==> src/rtl/fft_pkg.sv <==
// Shared definitions for the radix-2 SDF FFT stage: sequencer state encoding,
// twiddle index width and default stage geometry.
package fft_pkg;

  typedef enum logic [1:0] {
    ST_IDLE  = 2'd0,
    ST_FILL  = 2'd1,
    ST_RUN   = 2'd2,
    ST_FLUSH = 2'd3
  } state_t;

  localparam int TW_IDX_W  = 5;
  localparam int DEF_DELAY = 2;
  localparam int DEF_FRAME = 8;

endpackage

==> src/rtl/fft_sdf_stage_ctrl.sv <==
// Sequencer for one radix-2 single-delay-feedback FFT stage: counts samples,
// steers butterfly/delay line/twiddle index and drains the delay line at end of stream.
module fft_sdf_stage_ctrl
  import fft_pkg::*;
#(
  parameter int DELAY = DEF_DELAY,
  parameter int FRAME = DEF_FRAME
) (
  input  logic                clk,
  input  logic                rst_n,
  input  logic                in_valid,
  output logic                in_ready,
  input  logic                out_ready,
  output logic                out_valid,
  output logic                out_last,
  output logic                bf_mode,
  output logic                dl_en,
  output logic [TW_IDX_W-1:0] mul_cnt,
  output logic                frame_done,
  output logic                busy,
  output state_t              dbg_state
);

  localparam int CW = $clog2(FRAME);
  localparam int PB = $clog2(DELAY);
  localparam int FW = (DELAY > 1) ? $clog2(DELAY) : 1;
  localparam logic [CW-1:0] FILL_LAST = CW'(DELAY - 1);
  localparam logic [CW-1:0] CNT_MAX   = CW'(FRAME - 1);
  localparam logic [FW-1:0] FL_MAX    = FW'(DELAY - 1);

  state_t        state_q, state_d;
  logic [CW-1:0] in_cnt_q, in_cnt_d;
  logic [CW-1:0] out_cnt_q, out_cnt_d;
  logic [FW-1:0] flush_cnt_q, flush_cnt_d;
  logic          frame_done_q, frame_done_d;
  logic          in_fire, out_fire, ph;

  // Handshake: a sample moves on a side only in a cycle where both valid and
  // ready are high on that side; in RUN the input accept and output beat coincide.
  assign ph = in_cnt_q[PB];

  always_comb begin
    state_d   = state_q;
    in_ready  = 1'b0;
    out_valid = 1'b0;
    bf_mode   = 1'b0;
    dl_en     = 1'b0;
    unique case (state_q)
      ST_IDLE: begin
        in_ready = 1'b1;
        dl_en    = in_valid;
        if (in_valid) state_d = (DELAY == 1) ? ST_RUN : ST_FILL;
      end
      ST_FILL: begin
        in_ready = 1'b1;
        dl_en    = in_valid;
        if (in_valid && in_cnt_q == FILL_LAST) state_d = ST_RUN;
      end
      ST_RUN: begin
        in_ready  = out_ready;
        out_valid = in_valid;
        bf_mode   = ph;
        dl_en     = in_valid & out_ready;
        // A gap exactly on a frame boundary ends the stream; gaps mid-frame just stall.
        if (!in_valid && out_ready && in_cnt_q == '0) state_d = ST_FLUSH;
      end
      ST_FLUSH: begin
        out_valid = 1'b1;
        dl_en     = out_ready;
        if (out_ready && flush_cnt_q == FL_MAX) state_d = ST_IDLE;
      end
      default: state_d = ST_IDLE;
    endcase

    in_fire  = in_valid & in_ready;
    out_fire = out_valid & out_ready;

    in_cnt_d     = in_fire ? in_cnt_q + CW'(1) : in_cnt_q;
    out_cnt_d    = out_fire ? out_cnt_q + CW'(1) : out_cnt_q;
    flush_cnt_d  = flush_cnt_q;
    if (state_q == ST_FLUSH && out_ready)
      flush_cnt_d = (flush_cnt_q == FL_MAX) ? '0 : flush_cnt_q + FW'(1);
    frame_done_d = out_fire && (out_cnt_q == CNT_MAX);
  end

  always_ff @(posedge clk or negedge rst_n) begin
    if (!rst_n) begin
      state_q      <= ST_IDLE;
      in_cnt_q     <= '0;
      out_cnt_q    <= '0;
      flush_cnt_q  <= '0;
      frame_done_q <= 1'b0;
    end else begin
      state_q      <= state_d;
      in_cnt_q     <= in_cnt_d;
      out_cnt_q    <= out_cnt_d;
      flush_cnt_q  <= flush_cnt_d;
      frame_done_q <= frame_done_d;
    end
  end

  assign out_last   = out_valid & (out_cnt_q == CNT_MAX);
  assign mul_cnt    = TW_IDX_W'(out_cnt_q);
  assign frame_done = frame_done_q;
  assign busy       = (state_q != ST_IDLE);
  assign dbg_state  = state_q;

endmodule

==> config.mk <==
export PLATFORM = sky130hd
export DESIGN_NAME = fft_sdf_stage_ctrl
export DESIGN_NICKNAME = d
export VERILOG_FILES = /design/src/rtl/fft_pkg.sv /design/src/rtl/fft_sdf_stage_ctrl.sv
export SDC_FILE = /design/constraint.sdc
export NUM_CORES = 1
export LEC_CHECK = 0
export ABC_AREA = 1
export BUFFER_PORTS_ARGS = -buffer_cell sky130_fd_sc_hd__buf_2
export CAP_MARGIN = 20
export CORE_UTILIZATION = 46
export CTS_CLUSTER_SIZE = 14
export DETAILED_ROUTE_END_ITERATION = 8
export PLACE_DENSITY = 0.74
export SLEW_MARGIN = 20
export SYNTH_ARGS = -nofsm -noshare
export SYNTH_HDL_FRONTEND = slang
export SYNTH_SLANG_ARGS = --single-unit
==> constraint.sdc <==
create_clock -name clk -period 1.3 [get_ports clk]
set_clock_uncertainty 0.1 [all_clocks]
set_input_delay 0.195 -clock clk [delete_from_list [all_inputs] [get_ports clk]]
set_output_delay 0.195 -clock clk [all_outputs]
set_load 0.005 [all_outputs]
==> flow_summary_export.csv <==
group,metric,value,unit
power,power.leakage,0.607,nW
grt,grt_max_degree,11,
cts,root_buffer,"clkbuf_4",
grt,overflow,0,
logic_synthesis,synthArstFlopShare,100,%
cts,cts.sinks,10,
critical_path,critPathMaxFanout,4,
place,io_buffers,15,
logic_synthesis,yosys_warnings,0,
final_layout,fin_area,1130,sq um
final_layout,fill_cells,123,
flow_run,maxCapViolations,0,
timing,hold_slack,0.158,ns
critical_path,crit_arrival,1.45,ns
critical_path,timing_worst_setup_path_type,"reg -> out",
drt,wire_per_inst,13.0,microns
die,fp.dieH,42.0,microns
logic_synthesis,postSynthAreaPerCell,7.58,sq um
power,finalPower,2.86,mW
cts,cts.htree.levels,1,
critical_path,rr_worst_depth,9,
logic_synthesis,ys_seq_area_share,34.0,%
drt,drtAntennaViolNets,0,
die,die_area,1760,sq um
power,peakVddDrop,0.00136,V
die,die_w,42.0,microns
final_layout,drive_gt1_share,50.4,%
cts,cts_tree,"built",
logic_synthesis,synth_top_area_share,34.0,%
logic_synthesis,synth_top_area_cell,"dfrtp_1",
logic_synthesis,synth_edf_count,0,
logic_synthesis,ys.flop_type,"dfrtp_1",
logic_synthesis,ys_top_cells_by_count,"24 x nand2_1, 20 x inv_1, 11 x ha_1",
timing,slew_violations,0,
die,fp-row-count,14,
timing,fmax,572,MHz
drt,dr.pass1.iters,4,
critical_path,critPathRequiredTime,1.00,ns
die,initial_core_util,48.8,%
die,core,1510,sq um
grt,first_global_vias,703,
drt,routed_wl,1940,microns
timing,setup_violations,15,
run_status,status,"complete, but fails checks",
die,ioPinCount,18,
place,preCtsSetupSlack,-0.196,ns
logic_synthesis,synth.most_common_cell,"nand2_1",
grt,grt_pass1_wl,3130,microns
timing,rsz0062_at_grt,"yes",
grt,grt_antenna_before_repair,0,
critical_path,worst_setup_path_end_kind,"primary output",
worst_hold_path,min_path_cells,3,
logic_synthesis,synth_area_leaders,"dfrtp_1 34%, ha_1 19%, nand2_1 12%",
place,globalplace.congestion,0.869,
timing,hold_violations,0,
place,hpwl,1140,microns
drt,routed_via_density,4.93,
place,place_area,916,sq um
cts,worstSkewPairLatency,0.27,ns
final_layout,num-nets-final,149,
critical_path,cp-start-kind,"flop",
run_status,violations,"negative setup slack",
cts,clk_path_buf_depth,2,
grt,grt.total_usage,24.4,%
final_layout,area_growth,53.1,%
logic_synthesis,syn_inst,97,
timing,fin_ws,-0.448,ns
power,powerDensity,2540,nW/um^2
drt,vias,734,
cts,clk_pin_slew,0.08,ns
timing,period_minus_slack,1.75,ns
drt,drtIter0Drc,11,
logic_synthesis,syn_area,736,sq um
timing,fin_crit_sh,134,%
logic_synthesis,synth_cell_types,17,
drt,drc,0,
worst_hold_path,hp-class,"in -> reg",
logic_synthesis,synth-seq-cells,10,
final_layout,n_antenna_cell,0,
final_layout,final_util,74.8,%
cts,cts_buffers,3,
-- area by class of cell --
cell class                 instances  area (sq um)  area share (%)
multi-input combinational         64           487            43.2
sequential                        10           253            22.4
timing repair buffer              33           238            21.1
inverter                          22          92.6            8.22
clock buffer                       4          36.3            3.22
tap                               16          20.0            1.78
-- kinds of logic after synthesis --
logic type | synth area share [%]
adder cells (fa/ha/maj) | 18.7
flip-flops | 34.0
buffers and inverters | 13.3
XOR/XNOR | 1.19
other | 0.510
AO/OA/AOI/OAI | 8.50
AND/OR/NAND/NOR | 23.8
-- where the power goes --
group	leakage [nW]	switching, mW	total (mW)	internal [mW]
Combinational	0.462	0.994	1.98	0.981
Sequential	0.125	0.149	0.599	0.450
Clock	0.0210	0.120	0.290	0.170
-- stage by stage --
step,setup TNS [ns],cells
finish,-3.97,149
global route,-4.92,149
CTS,-3.34,148
detailed placement,-1.46,136
global placement,-1.09,136
floorplan,-0.0702,98
-- final timing paths --
kind | start | to | slack, ns
setup / recovery | dbg_state[0] | out_last | -0.45
hold / removal | out_ready | frame_done | 0.16
setup reg to reg | dbg_state[0] | out_cnt_q[1] | -0.26
hold reg to reg | flush_cnt_q | flush_cnt_q | 0.42
max in group asynchronous | rst_n | dbg_state[0] | 0.67
min in group asynchronous | rst_n | frame_done | 0.21
-- flip-flops by register name, summed over array words and instances (netlist names) --
| register | count |
|---|---|
| out_cnt_q | 3 |
| in_cnt_q | 3 |
| dbg_state | 2 |
| frame_done | 1 |
| flush_cnt_q | 1 |
-- critical path: stages (launching register included) --
cell and delay [ns]:
dfrtp_2 0.46, inv_4 0.10, ha_4 0.16, inv_4 0.05
o21ai_4 0.13, nand2_2 0.07, nor2_1 0.10, buf_2 0.12
-- routing by layer --
| metal | track usage [%] | part of all wire (%) | vias up |
|---|---|---|---|
| li1 | - | - | 364 |
| met1 | 27.3 | 40 | 340 |
| met2 | 43.8 | 55 | 24 |
| met3 | 5.60 | 3.6 | 6 |
| met4 | 10.3 | 1.5 | 0 |
| met5 | 0 | 0 | - |
-- repair_timing --
| action | CTS | global route |
|---|---|---|
| endpoints found under the setup margin | 15 | 16 |
| hold buffers | 1 | 0 |
| setup buffers | 7 | 2 |
| endpoints found under the hold margin | 10 | 0 |
| pin swaps | 5 | 8 |
| gates resized for setup | 16 | 16 |
-- cells in the final DEF, fill, tap and decap left out, types with 2 or more instances in the layout --
cell type,synthesis,routed
nand4_1,2,2
buf_4,2,12
inv_2,2,4
dfrtp_1,10,8
buf_2,0,14
o21ai_1,4,5
ha_2,0,4
inv_4,0,4
ha_1,11,5
nand3_1,3,2
buf_6,0,6
o21ai_4,1,2
ha_4,0,2
conb_1,1,2
clkbuf_4,0,3
nand3_4,0,2
nor2_2,0,2
nand2_1,24,18
inv_1,20,14
dfrtp_2,0,2
nand2_2,0,6
nor2_1,10,7
No activity file was read; power rests on OpenSTA's default activity.
